--- config.mk ---
export PLATFORM = sky130hd
export DESIGN_NAME = pri_enc_seq_flat
export DESIGN_NICKNAME = d
export VERILOG_FILES = /design/src/rtl/pri_enc_seq_if.sv /design/src/rtl/pri_enc_seq.sv /design/src/flat_wrapper.sv
export SDC_FILE = /design/constraint.sdc
export NUM_CORES = 1
export LEC_CHECK = 0
export ABC_AREA = 1
export BUFFER_PORTS_ARGS = -buffer_cell sky130_fd_sc_hd__buf_4
export CAP_MARGIN = 10
export CORE_MARGIN = 4
export CORE_UTILIZATION = 48
export CTS_BUF_LIST = sky130_fd_sc_hd__clkbuf_8
export DETAILED_ROUTE_END_ITERATION = 12
export PLACE_DENSITY_LB_ADDON = 0.08
export SLEW_MARGIN = 25
export SYNTH_ARGS = -nofsm -noshare
export SYNTH_HDL_FRONTEND = slang
export SYNTH_SLANG_ARGS = --single-unit
export TNS_END_PERCENT = 10
--- constraint.sdc ---
create_clock -name clk -period 4.2 [get_ports clk]
set_clock_uncertainty 0.2 [all_clocks]
set_input_delay 0.84 -clock clk [delete_from_list [all_inputs] [get_ports clk]]
set_output_delay 0.84 -clock clk [all_outputs]
set_load 0.02 [all_outputs]
--- src/rtl/pri_enc_seq_if.sv ---
// Request/grant bundle for pri_enc_seq: load/req/ready in,
// valid/idx/pending/count out.
interface pri_enc_seq_if #(
  parameter int N = 8,
  parameter int W = $clog2(N)
);
  logic         load;
  logic [N-1:0] req;
  logic         ready;
  logic         valid;
  logic [W-1:0] idx;
  logic [N-1:0] pending;
  logic [W:0]   count;

  modport master (
    output load, req, ready,
    input  valid, idx, pending, count
  );

  modport slave (
    input  load, req, ready,
    output valid, idx, pending, count
  );
endinterface

--- src/rtl/pri_enc_seq.sv ---
// Pending-request register with fixed or round-robin
// priority encoding of the next index to service.
module pri_enc_seq #(
  parameter int N      = 8,
  parameter int W      = $clog2(N),
  parameter int ROTATE = 0
) (
  input logic          clk,
  input logic          rst,
  pri_enc_seq_if.slave bus
);

  logic [N-1:0] pend;
  logic [N-1:0] pend_nxt;
  logic [N-1:0] clr;
  logic [W-1:0] ptr;
  logic [W-1:0] ptr_nxt;
  logic [W-1:0] fx_sel;
  logic [W-1:0] rr_sel;
  logic [W-1:0] sel;
  logic [W:0]   j;
  logic [W:0]   cnt;
  logic         any;
  logic         acc;

  always_comb begin
    fx_sel = '0;
    for (int i = 0; i < N; i++) begin
      if (pend[i]) fx_sel = W'(i);
    end
  end

  // Scan offsets high to low so the nearest bit above ptr wins.
  always_comb begin
    rr_sel = '0;
    j      = '0;
    for (int k = N - 1; k >= 0; k--) begin
      j = {1'b0, ptr} + (W+1)'(k);
      if (j >= (W+1)'(N)) j = j - (W+1)'(N);
      if (pend[j[W-1:0]]) rr_sel = j[W-1:0];
    end
  end

  always_comb begin
    cnt = '0;
    for (int i = 0; i < N; i++) begin
      cnt = cnt + (W+1)'(pend[i]);
    end
  end

  always_comb begin
    sel      = (ROTATE != 0) ? rr_sel : fx_sel;
    any      = |pend;
    acc      = any & bus.ready;
    clr      = acc ? ((N)'(1) << sel) : '0;
    pend_nxt = (pend & ~clr) | (bus.load ? bus.req : '0);
    ptr_nxt  = ptr;
    if ((ROTATE != 0) && acc) begin
      ptr_nxt = (sel == W'(N - 1)) ? '0 : sel + 1'b1;
    end
  end

  always_ff @(posedge clk or posedge rst) begin
    if (rst) begin
      pend <= '0;
      ptr  <= '0;
    end else begin
      pend <= pend_nxt;
      ptr  <= ptr_nxt;
    end
  end

  assign bus.valid   = any;
  assign bus.idx     = any ? sel : '0;
  assign bus.pending = pend;
  assign bus.count   = cnt;

endmodule

--- src/flat_wrapper.sv ---
// flat-port wrapper written by rule: the top's interface ports become plain ports
module pri_enc_seq_flat 
#(
  parameter int N      = 8,
  parameter int W      = $clog2(N),
  parameter int ROTATE = 0
)
  (clk, rst, bus_load, bus_req, bus_ready, bus_valid, bus_idx, bus_pending, bus_count);
  pri_enc_seq_if #(.N(N), .W(W)) bus_i ();
  input logic clk;
  input logic rst;
  input wire logic [$bits(bus_i.load)-1:0] bus_load;
  input wire logic [$bits(bus_i.req)-1:0] bus_req;
  input wire logic [$bits(bus_i.ready)-1:0] bus_ready;
  output wire logic [$bits(bus_i.valid)-1:0] bus_valid;
  output wire logic [$bits(bus_i.idx)-1:0] bus_idx;
  output wire logic [$bits(bus_i.pending)-1:0] bus_pending;
  output wire logic [$bits(bus_i.count)-1:0] bus_count;
  assign bus_i.load = bus_load;
  assign bus_i.req = bus_req;
  assign bus_i.ready = bus_ready;
  assign bus_valid = bus_i.valid;
  assign bus_idx = bus_i.idx;
  assign bus_pending = bus_i.pending;
  assign bus_count = bus_i.count;
  pri_enc_seq #(.N(N), .W(W), .ROTATE(ROTATE)) u_core (.clk(clk), .rst(rst), .bus(bus_i));
endmodule
==> results.py, run 1 <==
metrics = {
    "placement": {
        "place_inst": 126,
        "gp_congestion": 0.744,
        "port_buffers": 27,
        "dp_hpwl_mm": 1.23,
        "place_ws_ns": 0.327,
    },
    "finish": {
        "n_fill_cell": 107,
        "largest_reg_flops": 8,
        "fin_cells": 136,
        "antennaDiodeCount": 0,
        "drive_gt1_share_pct": 45.5,
        "nets": 143,
        "fin_util_pct": 75.9,
        "layout-area-overhead-vs-synth_pct": 48.9,
    },
    "floorplanning": {
        "rows": 13,
        "io_pins": 28,
        "initial_core_util_pct": 50.9,
        "die_area_um2": 2020,
        "fp.dieH_um": 44.9,
        "core_region_area_um2": 1280,
        "die_w_um": 44.9,
    },
    "logic_synthesis": {
        "yosysMostFrequentCell": "nand2_1",
        "synthTopCellsByArea": "dfrtp_1 (31%), nand2_1 (15%), fa_1 (12%), inv_1 (8.6%), ha_1 (7.6%)",
        "yosysTopAreaCell": "dfrtp_1",
        "yosysSeqAreaShare_pct": 30.6,
        "syn_nets": 105,
        "ys_warn_count": 0,
        "syn-mean-instance-area_um2": 7.70,
        "ys_ff_latch": 8,
        "synth-edff-count": 0,
        "synth_common_cells": "nand2_1 (27), inv_1 (15), dfrtp_1 (8)",
        "synth_top_area_share_pct": 30.6,
        "synth_ff_type": "dfrtp_1",
        "synth_cell_types": 21,
        "async_flop_share_pct": 100,
        "syn_inst": 85,
        "synth_area_um2": 654,
    },
    "setup_path": {
        "start_kind": "flip-flop",
        "crit_fanout": 4,
        "end_kind": "output pin",
        "timing.critical_path.arrival_ns": 3.08,
        "worstSetupPathType": "flip-flop to output pin",
        "cp.required_ns": 3.16,
    },
    "sta": {
        "worst_slack_ns": 0.0850,
        "final-setup-viol-count": 0,
        "fmax_mhz": 243,
        "finalCriticalPeriod_ns": 4.12,
        "fin_crit_sh_pct": 98.0,
        "hold_viol_final": 0,
        "slew_viol_final": 0,
        "maxSlewHeadroom_pct": 80.2,
        "rsz0062_at_grt": "true",
        "worst_pin_slew_ns": 0.296,
        "whs_ns": 0.322,
    },
    "global_route": {
        "grt_usage_pct": 16.1,
        "antenna_found_initial": 0,
        "grt_pass1_vias": 589,
        "grt_pass1_wl_mm": 2.32,
        "gr-total-overflow": 0,
        "grt_max_degree": 9,
    },
    "drt": {
        "drtIter0Drc": 4,
        "firstDrtPassIters": 4,
        "via_count": 654,
        "via_per_inst": 4.81,
        "drtAntennaViolNets": 0,
        "wirelength_mm": 1.53,
        "avgRoutedWirePerCell_um": 11.3,
        "drc": 0,
    },
    "clock_network": {
        "cts_tree": "yes",
        "htree_levels": 1,
        "cts-root-buf": "clkbuf_8",
        "clkLatencyLatePin_ns": 0.22,
        "numCtsBuffers": 3,
        "path_clk_slew_ns": 0.04,
        "cts_sinks": 8,
        "hold_buffers": 0,
        "cts_max_path_buffers": 2,
    },
    "min_path": {
        "hp-class": "flip-flop to flip-flop",
    },
    "pwr": {
        "power.leakage_nw": 0.539,
        "peakVddDrop_uv": 266,
        "power.density_nw_per_um2": 506,
        "power.total_mw": 0.494,
    },
    "status": {
        "status": "finished clean",
    },
    "flow_run": {
        "drv_cap": 0,
    },
}
## logic make-up after synthesis
group / Yosys count / synth area share [%]
DFF: 8 / 30.6
AOI/OAI and AO/OA: 6 / 7.26
adders and majority gates: 8 / 19.9
xor gates and xnor gates: 1 / 1.34
buffers and inverters: 22 / 12.8
and+or+nand+nor: 40 / 28.1
## timing repair
action / 4_1_cts / 5_1_grt
hold endpoints to repair: 0 / 0
buffers inserted: 0 / 7
resized for setup: 0 / 8
setup endpoints to repair: 0 / 2
## metal layers
layer	share of wire, %	up-vias	routed length [µm]	global-route usage [%]
li1	-	329	-	-
met1	41	300	622	19.9
met2	52	23	802	26.0
met3	6.4	2	98	2.39
met4	0.59	0	9	10.5
met5	0	-	0	0
## power by group
part	internal, mW	switching [mW]
Clock	0.0619	0.0277
Combinational	0.143	0.169
Sequential	0.0847	0.00721
Total	0.290	0.204
## cells in the final DEF, fill, tap and decap left out, drive strengths merged, types with 2 or more instances in the layout
cell    count
buf        34
clkbuf      3
dfrtp       8
fa          4
ha          4
inv        20
nand2      29
nand3       4
nand4       2
nor2        4
o21ai       3
## critical path: stages, from the launching register on
cell and delay [ns]:
dfrtp_1 0.41, inv_2 0.08, fa_1 0.43, fa_1 0.54, fa_1 0.41, inv_1 0.07
ha_2 0.17, inv_2 0.04, fa_2 0.33, xnor2_1 0.19, buf_4 0.17
## cell type report
type | instances | area [µm²] | area share, %
Clock buffer | 3 | 41.3 | 4.24
Inverter | 21 | 80.1 | 8.22
Multi-Input combinational cell | 55 | 375 | 38.5
Sequential cell | 8 | 200 | 20.5
Tap cell | 15 | 18.8 | 1.93
Timing Repair Buffer | 34 | 259 | 26.6
## worst paths after layout
path	to	slack, ns	cells past startpoint	start
hold reg to reg	u_core.bus.pending[6]$_DFF_PP0_	0.32	2	u_core.bus.pending[6]$_DFF_PP0_
min in group asynchronous	u_core.bus.pending[3]$_DFF_PP0_	0.36	2	rst
setup / recovery	bus_count[2]	0.08	10	u_core.bus.pending[1]$_DFF_PP0_
hold / removal	u_core.bus.pending[6]$_DFF_PP0_	0.32	2	u_core.bus.pending[6]$_DFF_PP0_
setup reg to reg	u_core.bus.pending[0]$_DFF_PP0_	2.62	5	u_core.bus.pending[3]$_DFF_PP0_
max in group asynchronous	u_core.bus.pending[4]$_DFF_PP0_	3.21	2	rst
## metrics by stage
stage	setup TNS (ns)	instance area (µm²)
6_report	0	975
5_1_grt	-0.0907	975
4_1_cts	0	913
3_5_place_dp	0	872
3_3_place_gp	0	872
2_1_floorplan	0	654
No activity file was read; power rests on OpenSTA's default activity.
==> run 2, diff against run 1 <==
Settings changed: CORE_AREA set to 4 4 41 43, CORE_MARGIN 4 to unset, CORE_UTILIZATION 48 to unset, DIE_AREA set to 0 0 45 47.
Clock period 4.2 ns to 5.3 ns, I/O delays scaled along.
==> results.py, run 2 (synthesis gave the netlist of run 1 again) <==
metrics = {
    "status": {
        "status": "finished clean",
    },
    "global_route": {
        "gr-total-overflow": 0,
        "grt_pass1_wl_mm": 2.31,
        "grt_max_degree": 9,
        "grt_pass1_vias": 589,
        "antenna_found_initial": 0,
        "grt_usage_pct": 15.2,
    },
    "min_path": {
        "hp-class": "flip-flop to flip-flop",
    },
    "setup_path": {
        "reg2reg_to": "u_core.bus.pending[3]$_DFF_PP0_",
        "critPathBufInv": 4,
        "crit_start": "u_core.bus.pending[1]$_DFF_PP0_",
        "cpLargestDelayFamily": "adder cells",
        "crit_path_top_delay_cell": "fa_1",
        "reg2reg_from": "u_core.bus.pending[4]$_DFF_PP0_",
        "r2r_setup_slack_ns": 3.83,
        "cp_cell_sequence": "inv_1 -> fa_1 -> fa_1 -> fa_1 -> inv_1 -> ha_1 -> inv_1 -> fa_1 -> xnor2_1 -> buf_4",
        "worstSetupPathType": "flip-flop to output pin",
        "critPathMaxStageDelay_ns": 0.51,
        "cpMostUsedCell": "fa_1",
        "timing.critical_path.arrival_ns": 3.05,
        "r2r_cells": 8,
        "crit_fanout": 4,
        "crit_end": "bus_count[2]",
        "cp_num_cells": 10,
        "start_kind": "flip-flop",
        "cp.required_ns": 4.04,
        "end_kind": "output pin",
    },
    "finish": {
        "final_area_um2": 913,
        "fin_cells": 129,
        "largest_reg_flops": 8,
        "drive_gt1_share_pct": 36.0,
        "final_cell_mix": "nand2_1 (27), buf_4 (27), inv_1 (15), dfrtp_1 (8), inv_2 (5)",
        "nets": 136,
        "fin_util_pct": 70.2,
        "antennaDiodeCount": 0,
        "layout-area-overhead-vs-synth_pct": 39.6,
    },
    "sta": {
        "rsz0062_at_grt": "false",
        "whs_ns": 0.324,
        "finalCriticalPeriod_ns": 4.31,
        "worst_slack_ns": 0.991,
        "worst_pin_slew_ns": 0.285,
        "fin_crit_sh_pct": 81.3,
        "maxSlewHeadroom_pct": 80.9,
        "hold_viol_final": 0,
        "slew_viol_final": 0,
        "final-setup-viol-count": 0,
        "tns_ns": 0,
        "fmax_mhz": 232,
    },
    "pwr": {
        "power.leakage_nw": 0.516,
        "power.total_mw": 0.360,
        "peakVddDrop_uv": 240,
        "power.density_nw_per_um2": 394,
    },
    "placement": {
        "dp_hpwl_mm": 1.29,
        "place_inst": 126,
        "place_area_um2": 872,
        "place_ws_ns": 1.20,
        "port_buffers": 27,
        "gp_congestion": 0.741,
    },
    "clock_network": {
        "cts_sinks": 8,
        "cts_resized": 0,
        "cts-root-buf": "clkbuf_8",
        "hold_buffers": 0,
        "cts_post_setup_buffers_inserted": 0,
        "numCtsBuffers": 3,
        "cts_max_path_buffers": 2,
        "htree_levels": 1,
        "cts_tree": "yes",
        "path_clk_slew_ns": 0.04,
        "clkLatencyLatePin_ns": 0.22,
    },
    "drt": {
        "drtAntennaViolNets": 0,
        "firstDrtPassIters": 3,
        "avgRoutedWirePerCell_um": 11.1,
        "via_per_inst": 4.77,
        "drtIter0Drc": 3,
        "wirelength_mm": 1.43,
        "drc": 0,
        "via_count": 615,
    },
    "floorplanning": {
        "die_w_um": 45,
        "initial_core_util_pct": 50.3,
        "core_region_area_um2": 1300,
        "fp.dieH_um": 47,
        "die_area_um2": 2120,
        "io_pins": 28,
        "rows": 13,
    },
    "flow_run": {
        "drv_cap": 0,
    },
}
==> run 2: cell types whose count changed in the layout (fill, tap and decap cells not counted), sizes merged <==
cell / previous run / this run
buf: 34 / 27
==> run 2: how the worst min path moves through the flow <==
| stage | from | end | slack, ns | depth (start not counted) |
|---|---|---|---|---|
| 2_1_floorplan | u_core.bus.pending[4]$_DFF_PP0_ | u_core.bus.pending[4]$_DFF_PP0_ | 0.41 | 2 |
| 3_3_place_gp | u_core.bus.pending[4]$_DFF_PP0_ | u_core.bus.pending[4]$_DFF_PP0_ | 0.30 | 2 |
| 6_report | u_core.bus.pending[4]$_DFF_PP0_ | u_core.bus.pending[4]$_DFF_PP0_ | 0.32 | 2 |
| 3_5_place_dp | u_core.bus.pending[4]$_DFF_PP0_ | u_core.bus.pending[4]$_DFF_PP0_ | 0.32 | 2 |
| 4_1_cts | u_core.bus.pending[4]$_DFF_PP0_ | u_core.bus.pending[4]$_DFF_PP0_ | 0.33 | 2 |
| 5_1_grt | u_core.bus.pending[1]$_DFF_PP0_ | u_core.bus.pending[1]$_DFF_PP0_ | 0.36 | 2 |
==> run 2: cell type report <==
type / instances / area [µm²]
clock buffers: 3 / 41.3
flip-flops and latches: 8 / 200
repair buffers: 27 / 203
inverters: 21 / 80.1
multi-input cells: 55 / 370
well taps: 15 / 18.8
fillers: 112 / 388
==> run 2: layer usage <==
layer  track usage (%)  up-vias  wire length, µm
met4              7.02        0                0
met5                 0        -                0
met1              16.7      283              586
met3              2.30        0               83
met2              28.5       16              758
li1                  -      316                -
==> run 2: power breakdown <==
| group | switching (mW) | internal, mW |
|---|---|---|
| Combinational | 0.123 | 0.0946 |
| Clock | 0.0201 | 0.0488 |
| Sequential | 0.00608 | 0.0672 |
==> run 2: worst reg2reg max path, delay by kind of cell (launching register included) <==
kind	cells	cell delay, ns
flops	1	0.39
simple gates	6	0.53
buf+inv	2	0.23
==> run 3, diff against run 2 <==
Settings changed: CORE_AREA 4 4 41 43 to unset, CORE_MARGIN set to 4, CORE_UTILIZATION set to 48, DIE_AREA 0 0 45 47 to unset.
Clock period 5.3 ns to 4.1 ns, I/O delays scaled along.
==> results.py, run 3 (synthesis gave the netlist of run 1 again) <==
metrics = {
    "status": {
        "status": "finished clean",
    },
    "setup_path": {
        "cp.required_ns": 3.08,
        "crit_path_top_delay_cell": "fa_1",
        "end_kind": "output pin",
        "r2r_setup_slack_ns": 2.52,
        "start_kind": "flip-flop",
        "critPathBufInv": 4,
        "cpLargestDelayFamily": "adder cells",
        "cp_cell_sequence": "inv_2 -> fa_1 -> fa_1 -> fa_1 -> inv_1 -> ha_2 -> inv_2 -> fa_2 -> xnor2_1 -> buf_4",
        "timing.critical_path.arrival_ns": 3.06,
        "crit_fanout": 4,
        "cpMostUsedCell": "fa_1",
        "worstSetupPathType": "flip-flop to output pin",
        "critPathMaxStageDelay_ns": 0.54,
    },
    "floorplanning": {
        "fp.dieH_um": 44.9,
        "die_w_um": 44.9,
        "core_region_area_um2": 1280,
        "die_area_um2": 2020,
        "initial_core_util_pct": 50.9,
        "io_pins": 28,
        "rows": 13,
    },
    "global_route": {
        "grt_pass1_wl_mm": 2.32,
        "grt_pass1_vias": 589,
        "antenna_found_initial": 0,
        "grt_usage_pct": 16.1,
        "grt_max_degree": 9,
        "gr-total-overflow": 0,
    },
    "placement": {
        "place_inst": 126,
        "gp_congestion": 0.744,
        "port_buffers": 27,
        "place_area_um2": 872,
        "dp_hpwl_mm": 1.23,
    },
    "clock_network": {
        "htree_levels": 1,
        "cts_tree": "yes",
        "numCtsBuffers": 3,
        "hold_buffers": 0,
        "path_clk_slew_ns": 0.04,
        "cts_max_path_buffers": 2,
        "cts_sinks": 8,
        "clkLatencyLatePin_ns": 0.22,
        "cts-root-buf": "clkbuf_8",
    },
    "finish": {
        "n_fill_cell": 107,
        "multi_input_area_um2": 375,
        "layout-area-overhead-vs-synth_pct": 48.9,
        "largest_reg_flops": 8,
        "drive_gt1_share_pct": 45.5,
        "final_area_um2": 975,
        "nets": 143,
        "final_cell_mix": "buf_4 (33), nand2_1 (27), inv_1 (10), inv_2 (10), dfrtp_1 (8)",
        "antennaDiodeCount": 0,
        "fin_cells": 136,
        "regArea_um2": 200,
        "fin_util_pct": 75.9,
        "layout_commonest_cell": "buf_4",
    },
    "pwr": {
        "peakVddDrop_uv": 272,
        "p_int_mw": 0.297,
        "power.total_mw": 0.506,
        "switching_share_pct": 41.3,
        "clockPowerShare_pct": 18.1,
        "p_sw_mw": 0.209,
        "p_seq_share_pct": 18.6,
        "power.density_nw_per_um2": 519,
        "power.leakage_nw": 0.539,
        "comb_power_share_pct": 63.2,
    },
    "sta": {
        "slew_viol_final": 0,
        "worst_pin_slew_ns": 0.296,
        "final-setup-viol-count": 0,
        "tns_ns": 0,
        "fin_crit_sh_pct": 99.4,
        "hold_viol_final": 0,
        "fmax_mhz": 245,
        "maxSlewHeadroom_pct": 80.2,
        "rsz0062_at_grt": "true",
        "finalCriticalPeriod_ns": 4.08,
    },
    "flow_run": {
        "drv_cap": 0,
    },
    "drt": {
        "via_per_inst": 4.81,
        "via_count": 654,
        "drtAntennaViolNets": 0,
        "wirelength_mm": 1.53,
        "drtIter0Drc": 4,
        "firstDrtPassIters": 4,
        "avgRoutedWirePerCell_um": 11.3,
        "drc": 0,
    },
    "min_path": {
        "hp-class": "flip-flop to flip-flop",
    },
}
## run 3: worst paths after layout
kind	cells after the start	endpoint	startpoint
max	10	bus_count[2]	u_core.bus.pending[1]$_DFF_PP0_
min	2	u_core.bus.pending[6]$_DFF_PP0_	u_core.bus.pending[6]$_DFF_PP0_
max reg2reg	5	u_core.bus.pending[0]$_DFF_PP0_	u_core.bus.pending[3]$_DFF_PP0_
min reg2reg	2	u_core.bus.pending[6]$_DFF_PP0_	u_core.bus.pending[6]$_DFF_PP0_
max in group asynchronous	2	u_core.bus.pending[4]$_DFF_PP0_	rst
min in group asynchronous	2	u_core.bus.pending[3]$_DFF_PP0_	rst
## run 3: area by class of cell
type / instances / share of cell area [%]
multi-input combinational: 55 / 38.5
sequential: 8 / 20.5
inverter: 21 / 8.22
timing repair buffer: 34 / 26.6
tap: 15 / 1.93
clock buffer: 3 / 4.24
## run 3: layer usage
| layer | vias to the layer above | global-route usage [%] | share of wire, % |
|---|---|---|---|
| met5 | - | 0 | 0 |
| met4 | 0 | 10.5 | 0.59 |
| met3 | 2 | 2.39 | 6.4 |
| met2 | 23 | 26.0 | 52 |
| met1 | 300 | 19.9 | 40 |
| li1 | 329 | - | - |
## run 3: tightest hold or removal path, stage by stage (launching register included)
cell and delay, ns:
dfrtp_1 0.37, nand2_1 0.07, nand2_1 0.05
## run 3: repair_timing
item,4_1_cts,5_1_grt
setup endpoints to repair,0,2
setup buffers,0,7
resized for setup,0,8
## run 3: through the flow
step / hold WS (ns) / worst slack, ns
2_1_floorplan: 0.408 / 0.113
3_3_place_gp: 0.302 / 0.315
3_5_place_dp: 0.312 / 0.247
4_1_cts: 0.323 / 0.00631
5_1_grt: 0.350 / -0.124
6_report: 0.322 / 0.0230
## run 3: power by group through the flow
stage	combinational (mW)	sequential, mW	clock [mW]
2_1_floorplan	0.171	0.104	0
3_3_place_gp	0.278	0.0949	0
3_5_place_dp	0.287	0.0950	0
4_1_cts	0.288	0.0942	0.0935
5_1_grt	0.357	0.0954	0.0978
6_report	0.320	0.0942	0.0917
